[src/rtl/seq_div_mod_unit_if.sv]
// Start/Busy/Done handshake and result channel of the sequential divider.
// The requester drives Start and the operands; the divider returns status
// flags and the 32-bit sign-replicated quotient/remainder channel words.
interface seq_div_mod_unit_if #(
    parameter int WIDTH = 16
);
    logic                 Start;
    logic [WIDTH-1:0]     InputA;
    logic [WIDTH-1:0]     InputB;
    logic                 Busy;
    logic                 Done;
    logic [2*WIDTH-1:0]   outputDIV;
    logic [2*WIDTH-1:0]   outputMOD;
    logic                 DIVerror;

    modport master (
        output Start, InputA, InputB,
        input  Busy, Done, outputDIV, outputMOD, DIVerror
    );

    modport slave (
        input  Start, InputA, InputB,
        output Busy, Done, outputDIV, outputMOD, DIVerror
    );
endinterface

[src/rtl/seq_div_mod_unit.sv]
// Multi-cycle unsigned restoring divider: one quotient bit per clock,
// quotient and remainder produced together. Divide-by-zero completes in a
// single cycle with an all-ones quotient, remainder = dividend and an error
// flag. Results are widened to 2*WIDTH by replicating bit WIDTH-1.
module seq_div_mod_unit #(
    parameter int WIDTH = 16
) (
    input  logic             clk,
    input  logic             rst_n,
    seq_div_mod_unit_if.slave bus
);
    localparam int CW = $clog2(WIDTH);

    typedef enum logic [1:0] {IDLE, RUN, DONE} state_t;

    state_t               state_q, state_d;
    logic [CW-1:0]        cnt_q, cnt_d;
    logic [WIDTH-1:0]     rem_q, rem_d;
    logic [WIDTH-1:0]     quo_q, quo_d;
    logic [WIDTH-1:0]     div_q, div_d;
    logic                 busy_q, busy_d;
    logic                 done_q, done_d;
    logic                 err_q, err_d;
    logic [2*WIDTH-1:0]   out_div_q, out_div_d;
    logic [2*WIDTH-1:0]   out_mod_q, out_mod_d;

    logic [WIDTH:0]       trial;
    logic                 fits;
    logic [WIDTH-1:0]     rem_step;
    logic [WIDTH-1:0]     quo_step;

    // Widen a WIDTH-bit result to the channel format by copying its top bit.
    function automatic logic [2*WIDTH-1:0] sext(input logic [WIDTH-1:0] v);
        return {{WIDTH{v[WIDTH-1]}}, v};
    endfunction

    // One restoring step: shift the next dividend bit into the partial
    // remainder and subtract the divisor when it fits. When it fits the
    // difference is below the divisor, so the low WIDTH bits are exact.
    always_comb begin
        trial    = {rem_q, quo_q[WIDTH-1]};
        fits     = (trial >= {1'b0, div_q});
        rem_step = fits ? (trial[WIDTH-1:0] - div_q) : trial[WIDTH-1:0];
        quo_step = {quo_q[WIDTH-2:0], fits};
    end

    // Next-state and datapath control; result registers only change on completion.
    always_comb begin
        state_d   = state_q;
        cnt_d     = cnt_q;
        rem_d     = rem_q;
        quo_d     = quo_q;
        div_d     = div_q;
        busy_d    = busy_q;
        done_d    = 1'b0;
        err_d     = err_q;
        out_div_d = out_div_q;
        out_mod_d = out_mod_q;

        case (state_q)
            IDLE, DONE: begin
                busy_d = 1'b0;
                if (bus.Start) begin
                    div_d = bus.InputB;
                    quo_d = bus.InputA;
                    if (bus.InputB != '0) begin
                        rem_d   = '0;
                        cnt_d   = '0;
                        busy_d  = 1'b1;
                        state_d = RUN;
                    end else begin
                        out_div_d = sext({WIDTH{1'b1}});
                        out_mod_d = sext(bus.InputA);
                        err_d     = 1'b1;
                        done_d    = 1'b1;
                        state_d   = DONE;
                    end
                end else begin
                    state_d = IDLE;
                end
            end
            RUN: begin
                rem_d = rem_step;
                quo_d = quo_step;
                cnt_d = cnt_q + 1'b1;
                if (cnt_q == CW'(WIDTH - 1)) begin
                    out_div_d = sext(quo_step);
                    out_mod_d = sext(rem_step);
                    err_d     = 1'b0;
                    done_d    = 1'b1;
                    busy_d    = 1'b0;
                    state_d   = DONE;
                end else begin
                    busy_d = 1'b1;
                end
            end
            default: begin
                busy_d  = 1'b0;
                state_d = IDLE;
            end
        endcase
    end

    // State and result registers; reset aborts any run and clears all outputs.
    always_ff @(posedge clk or negedge rst_n) begin
        if (!rst_n) begin
            state_q   <= IDLE;
            cnt_q     <= '0;
            rem_q     <= '0;
            quo_q     <= '0;
            div_q     <= '0;
            busy_q    <= 1'b0;
            done_q    <= 1'b0;
            err_q     <= 1'b0;
            out_div_q <= '0;
            out_mod_q <= '0;
        end else begin
            state_q   <= state_d;
            cnt_q     <= cnt_d;
            rem_q     <= rem_d;
            quo_q     <= quo_d;
            div_q     <= div_d;
            busy_q    <= busy_d;
            done_q    <= done_d;
            err_q     <= err_d;
            out_div_q <= out_div_d;
            out_mod_q <= out_mod_d;
        end
    end

    assign bus.Busy      = busy_q;
    assign bus.Done      = done_q;
    assign bus.DIVerror  = err_q;
    assign bus.outputDIV = out_div_q;
    assign bus.outputMOD = out_mod_q;
endmodule

[src/flat_wrapper.sv]
// flat-port wrapper written by rule: the top's interface ports become plain ports
module seq_div_mod_unit_flat 
#(
    parameter int WIDTH = 16
)
  (clk, rst_n, bus_Start, bus_InputA, bus_InputB, bus_Busy, bus_Done, bus_outputDIV, bus_outputMOD, bus_DIVerror);
  seq_div_mod_unit_if #(.WIDTH(WIDTH)) bus_i ();
  input  logic clk;
  input  logic rst_n;
  input wire logic [$bits(bus_i.Start)-1:0] bus_Start;
  input wire logic [$bits(bus_i.InputA)-1:0] bus_InputA;
  input wire logic [$bits(bus_i.InputB)-1:0] bus_InputB;
  output wire logic [$bits(bus_i.Busy)-1:0] bus_Busy;
  output wire logic [$bits(bus_i.Done)-1:0] bus_Done;
  output wire logic [$bits(bus_i.outputDIV)-1:0] bus_outputDIV;
  output wire logic [$bits(bus_i.outputMOD)-1:0] bus_outputMOD;
  output wire logic [$bits(bus_i.DIVerror)-1:0] bus_DIVerror;
  assign bus_i.Start = bus_Start;
  assign bus_i.InputA = bus_InputA;
  assign bus_i.InputB = bus_InputB;
  assign bus_Busy = bus_i.Busy;
  assign bus_Done = bus_i.Done;
  assign bus_outputDIV = bus_i.outputDIV;
  assign bus_outputMOD = bus_i.outputMOD;
  assign bus_DIVerror = bus_i.DIVerror;
  seq_div_mod_unit #(.WIDTH(WIDTH)) u_core (.clk(clk), .rst_n(rst_n), .bus(bus_i));
endmodule
[config.mk]
export PLATFORM = sky130hd
export DESIGN_NAME = seq_div_mod_unit_flat
export DESIGN_NICKNAME = d
export VERILOG_FILES = /design/src/rtl/seq_div_mod_unit_if.sv /design/src/rtl/seq_div_mod_unit.sv /design/src/flat_wrapper.sv
export SDC_FILE = /design/constraint.sdc
export NUM_CORES = 1
export LEC_CHECK = 0
export ABC_AREA = 1
export CAP_MARGIN = 20
export CORE_ASPECT_RATIO = 0.6
export CORE_MARGIN = 1
export CORE_UTILIZATION = 57
export DETAILED_ROUTE_END_ITERATION = 12
export GPL_TIMING_DRIVEN = 0
export PLACE_DENSITY = 0.95
export SLEW_MARGIN = 10
export SYNTH_ARGS = -nofsm -noshare
export SYNTH_HDL_FRONTEND = slang
export SYNTH_SLANG_ARGS = --single-unit
[constraint.sdc]
create_clock -name clk -period 3.68 [get_ports clk]
set_input_delay 1.104 -clock clk [delete_from_list [all_inputs] [get_ports clk]]
set_output_delay 1.104 -clock clk [all_outputs]
set_load 0.005 [all_outputs]
# After elaboration in Yosys (flattened, before gate mapping)
# Index checks and enable logic that the tools add are counted.
[classes]
eq_ne = 7
mux = 33
n_reduce_logical = 8
bitwise_logic = 0
mul = 0
n_div = 0
n_lt_le_gt_ge = 1
shifts = 0
addsub = 2
[ops]
columns = ["op", "count"]
rows = [
  ["$mux 32", 6],
  ["$pmux 32 s2", 2],
  ["$mux 16", 4],
  ["$pmux 16 s2", 2],
  ["$ge 17x16->1", 1],
  ["$reduce_bool 16->1", 1],
  ["$sub 16x16->16", 1],
  ["$mux 1", 9],
  ["$mux 4", 2],
  ["$pmux 4 s2", 1],
  ["$mux 2", 3],
  ["$pmux 1 s2", 3],
  ["$add 4x1->4 const B", 1],
  ["$eq 4x4->1 const B", 1],
  ["$ne 2x1->1 const B", 2],
  ["$ne 2x2->1 const B", 2],
  ["$pmux 2 s2", 1],
  ["$reduce_and 2->1", 2],
  ["$reduce_and 4->1", 1],
  ["$reduce_and 3->1", 1],
  ["$eq 2x1->1 const B", 1],
  ["$eq 2x2->1 const B", 1],
  ["$logic_not 2->1", 1],
  ["$reduce_bool 2->1", 1],
  ["$reduce_or 2->1", 1],
]
[word_totals]
latchBits = 0
output_inout_bits = 67
inputBits = 35
memories = 0
rom_bits = 0
word_cells = 61
ramBits = 0
register_bits = 121

# Longest topological paths before layout
[logic_depth]
ltp_word = 4
mapped_depth = 15
depth_no_buf = 15

# Least setup slack after synthesis
# No wires, ideal clock.
[synth_timing]
kind = "input to register"
startpoint = "in bus_InputB[10]"
endpoint = "reg u_core.out_div_q[10], in the netlist u_core.bus.outputDIV[10]"
arrival_ns = 2.132
setup_time_ns = 0.123
t_required_ns = 3.557
setup_slack_ns = 1.425
cell_stages = 9
n_path_buf = 1
cell_sequence = "inv_1 > nand4_1 > nor2_1 > nand4_4 > nand2_2 > inv_2 > clkbuf_1 > nand2_1 > o21ai_1"
[synth_between]
elab_chain_cells = 3
[synth_lines]
columns = ["item", "line_no", "source"]
rows = [
  ["from (decl)", "flat_wrapper.sv:12", "input wire logic [$bits(bus_i.InputB)-1:0] bus_InputB;"],
  ["$reduce_bool 16->1", "seq_div_mod_unit.sv:66", "if (bus.InputB != '0) begin"],
  ["$ne 2x2->1 (no source line)", "-", ""],
  ["$reduce_and 4->1 (no source line)", "-", ""],
  ["to (signal assigned)", "seq_div_mod_unit.sv:126", "out_div_q <= out_div_d;"],
  ["to (decl)", "seq_div_mod_unit.sv:24", "logic [2*WIDTH-1:0] out_div_q, out_div_d;"],
]
# No other way between the ends.
# A chain may end at the register's enable or synchronous reset.

# Worst setup path in the final report
[layout_timing]
startpoint = "in bus_InputB[8]"
endpoint = "reg u_core.out_div_q[2], in the netlist u_core.bus.outputDIV[2]"
# Same word-level chain as after synthesis.

==> flow_metrics.py <==
metrics = {
    "final_layout": {
        "final_nets": 881,
        "drive_gt1_share_pct": 13.33,
        "fin_util_pct": 75.60,
        "area_delta_synth_final_pct": 27.17,
        "diodes": 0,
        "fillers": 661,
        "fin_cells": 963,
        "postLayoutCellArea_um2": 6998,
    },
    "floorplanning": {
        "start_util_pct": 59.45,
        "die_y_um": 78.11,
        "die-area_um2": 10060,
        "fp.dieW_um": 128.8,
        "core_um2": 9256,
        "pin_count": 102,
        "placement_rows": 27,
    },
    "critical_path": {
        "cp-start-kind": "primary input",
        "reg2reg_from": "u_core.rem_q[6]",
        "cp.required_ns": 3.90,
        "cp.arrival_ns": 3.17,
        "crit_type": "primary input to flip-flop",
        "crit_fanout": 10,
        "setup.worst_path.end_class": "flip-flop",
        "crit_start": "bus_InputB[8]",
    },
    "synthesis": {
        "synth_common_cells": "154 x nand2_1, 98 x inv_1, 89 x dfrtp_1",
        "syn_avg_cell_area_um2": 7.696,
        "syn_nets": 768,
        "ys_warn_count": 0,
        "synth-edff-count": 0,
        "async_reset_ff_share_pct": 100.0,
        "yosysMostFrequentCell": "nand2_1",
        "ys_top_cells_by_area": "dfrtp_1 40%, nand2_1 11%, nand3_1 6.7%, inv_1 6.7%, buf_4 4.9%",
        "netlist_instances": 715,
        "synth_top_area_cell": "dfrtp_1",
        "synth-seq-area-share_pct": 40.47,
        "ys_ff_latch": 89,
        "ys_types": 34,
        "ys.flop_type": "dfrtp_1",
        "synth_area_um2": 5503,
        "synth_top_area_share_pct": 40.47,
    },
    "global_routing": {
        "grt_pass1_vias": 5089,
        "grt_max_degree": 55,
        "grt_overflow": 0,
        "antenna_found_initial": 0,
        "grt_usage_pct": 33.38,
        "grt_pass1_wl_mm": 25.64,
    },
    "clock_network": {
        "holdBufCountCts": 0,
        "cts_num_sinks": 89,
        "cts_tree": "built",
        "post_cts_resized": 0,
        "clk_pin_slew_ns": 0.07,
        "postCtsSetupRepairBufs": 0,
        "htreeDepth": 3,
        "root_buffer": "clkbuf_16",
        "insertion_delay_ns": 0.35,
        "cts_buffers": 9,
        "cts_buffer_depth": 2,
    },
    "sta": {
        "fin_crit_sh_pct": 80.16,
        "setup_viol": 0,
        "slew_viol_final": 0,
        "setup_slack_ns": 0.7303,
        "tightest_slew_ns": 0.6387,
        "slew_headroom_pct": 57.42,
        "hold_violations": 0,
        "period_minus_slack_ns": 2.950,
        "fin_hold_ws_ns": 0.4892,
        "rsz0062_at_grt": "false",
        "finClkSkew_ns": 0.007979,
        "max_freq_mhz": 339.0,
    },
    "drt": {
        "first_iter_violations": 690,
        "wl_mm": 16.04,
        "ant_nets": 0,
        "vias": 5409,
        "drc_errors": 0,
        "routedWlPerCell_um": 16.66,
        "routed_via_density": 5.617,
        "dr.pass1.iters": 7,
    },
    "pwr": {
        "cellPowerDensity_nw_per_um2": 1072,
        "vdd_ir_drop_max_mv": 0.5288,
        "p_leak_uw": 0.003477,
    },
    "place": {
        "post-place-ws_ns": 0.4713,
        "dp_hpwl_mm": 12.03,
        "routabilityCongestion": 0.9222,
        "io_buffers": 101,
        "dpl_cell_area_um2": 6701,
        "place_inst": 947,
    },
    "run_status": {
        "outcome": "completed",
    },
    "run": {
        "maxCapViolCount": 0,
    },
    "min_path": {
        "hold_class": "flip-flop to flip-flop",
        "hold_start": "u_core.div_q[13]",
    },
}
-- placed cells by master, fill, tap and decap left out, types with 2 or more instances in the layout --
master,instances
nand3_1,74
nor2_1,47
o21ai_0,20
nor2_2,4
clkinvlp_4,2
dfrtp_1,89
o21a_1,15
nand2_1,154
inv_2,8
buf_4,37
clkbuf_1,16
xor2_1,6
nand2_2,3
and2_1,2
buf_2,8
o211ai_1,2
or2_2,17
a21oi_1,25
nand4_1,22
clkbuf_16,9
o21ai_1,16
o22ai_1,15
nand3_2,10
clkdlybuf4s50_1,100
inv_1,98
ha_1,17
nor4_4,2
-- layer usage --
layer | up-vias | share of wire [%] | global-route usage [%]
li1 | 2501 | - | -
met1 | 2497 | 44 | 48.02
met2 | 354 | 42 | 47.95
met3 | 57 | 12 | 10.29
met4 | 0 | 2.6 | 9.765
met5 | - | 0 | 1.604
-- critical path, cell delays in order --
cell             delay (ns)
clkdlybuf4s50_1        0.40
inv_1                  0.07
nand4_1                0.09
nor2_1                 0.38
nand4_4                0.27
nand2_2                0.27
inv_2                  0.09
clkbuf_1               0.26
nand2_1                0.15
o21ai_1                0.08
-- power breakdown --
part	switching (uW)	total [uW]	leakage [uW]	internal, uW
sequential	346	1810	0.00103	1460
combinational	2690	4770	0.00230	2080
clock	397	925	0.000139	529
total	3430	7500	0.00348	4060
-- worst paths after layout --
kind                                           end  slack (ns)  cells after the start
max                        u_core.bus.outputDIV[2]        0.73                     10
min                               u_core.div_q[13]        0.49                      2
max reg2reg                u_core.bus.outputMOD[9]        1.39                     13
min reg2reg                       u_core.div_q[13]        0.49                      2
max in group asynchronous          u_core.cnt_q[0]        2.34                      2
min in group asynchronous          u_core.div_q[6]        0.71                      1
-- per-stage QoR --
stage          TNS (ns)  power [uW]
3_5_place_dp          0        6396
2_1_floorplan         0        4803
6_report              0        7499
5_1_grt               0        8033
3_3_place_gp    -137.33        6208
4_1_cts               0        7386
-- sequential cells by signal, indices dropped and copies added (netlist names) --
register              count
u_core.rem_q             16
u_core.cnt_q              4
u_core.bus.outputMOD     16
u_core.bus.Done           1
u_core.state_q            2
u_core.div_q             16
u_core.bus.DIVerror       1
u_core.bus.outputDIV     16
u_core.bus.Busy           1
u_core.quo_q             16
-- area by class of cell --
| class | count | area, um2 | share of cell area [%] |
|---|---|---|---|
| clock buffer | 10 | 229.0 | 3.272 |
| multi-input combinational | 460 | 2491 | 35.60 |
| clock inverter | 6 | 67.56 | 0.9655 |
| tap | 130 | 162.7 | 2.324 |
| inverter | 106 | 397.9 | 5.686 |
| buffer | 60 | 386.6 | 5.525 |
| timing repair buffer | 102 | 1036 | 14.80 |
| sequential | 89 | 2227 | 31.83 |
-- logic make-up after synthesis --
| family | share of synthesized area, % |
|---|---|
| adder cells (fa/ha/maj) | 4.229 |
| AND/OR/NAND/NOR | 30.35 |
| buffers and inverters | 14.26 |
| AO/OA/AOI/OAI | 9.573 |
| flip-flops | 40.47 |
| XOR/XNOR | 1.114 |
No activity file was read; power rests on OpenSTA's default activity.
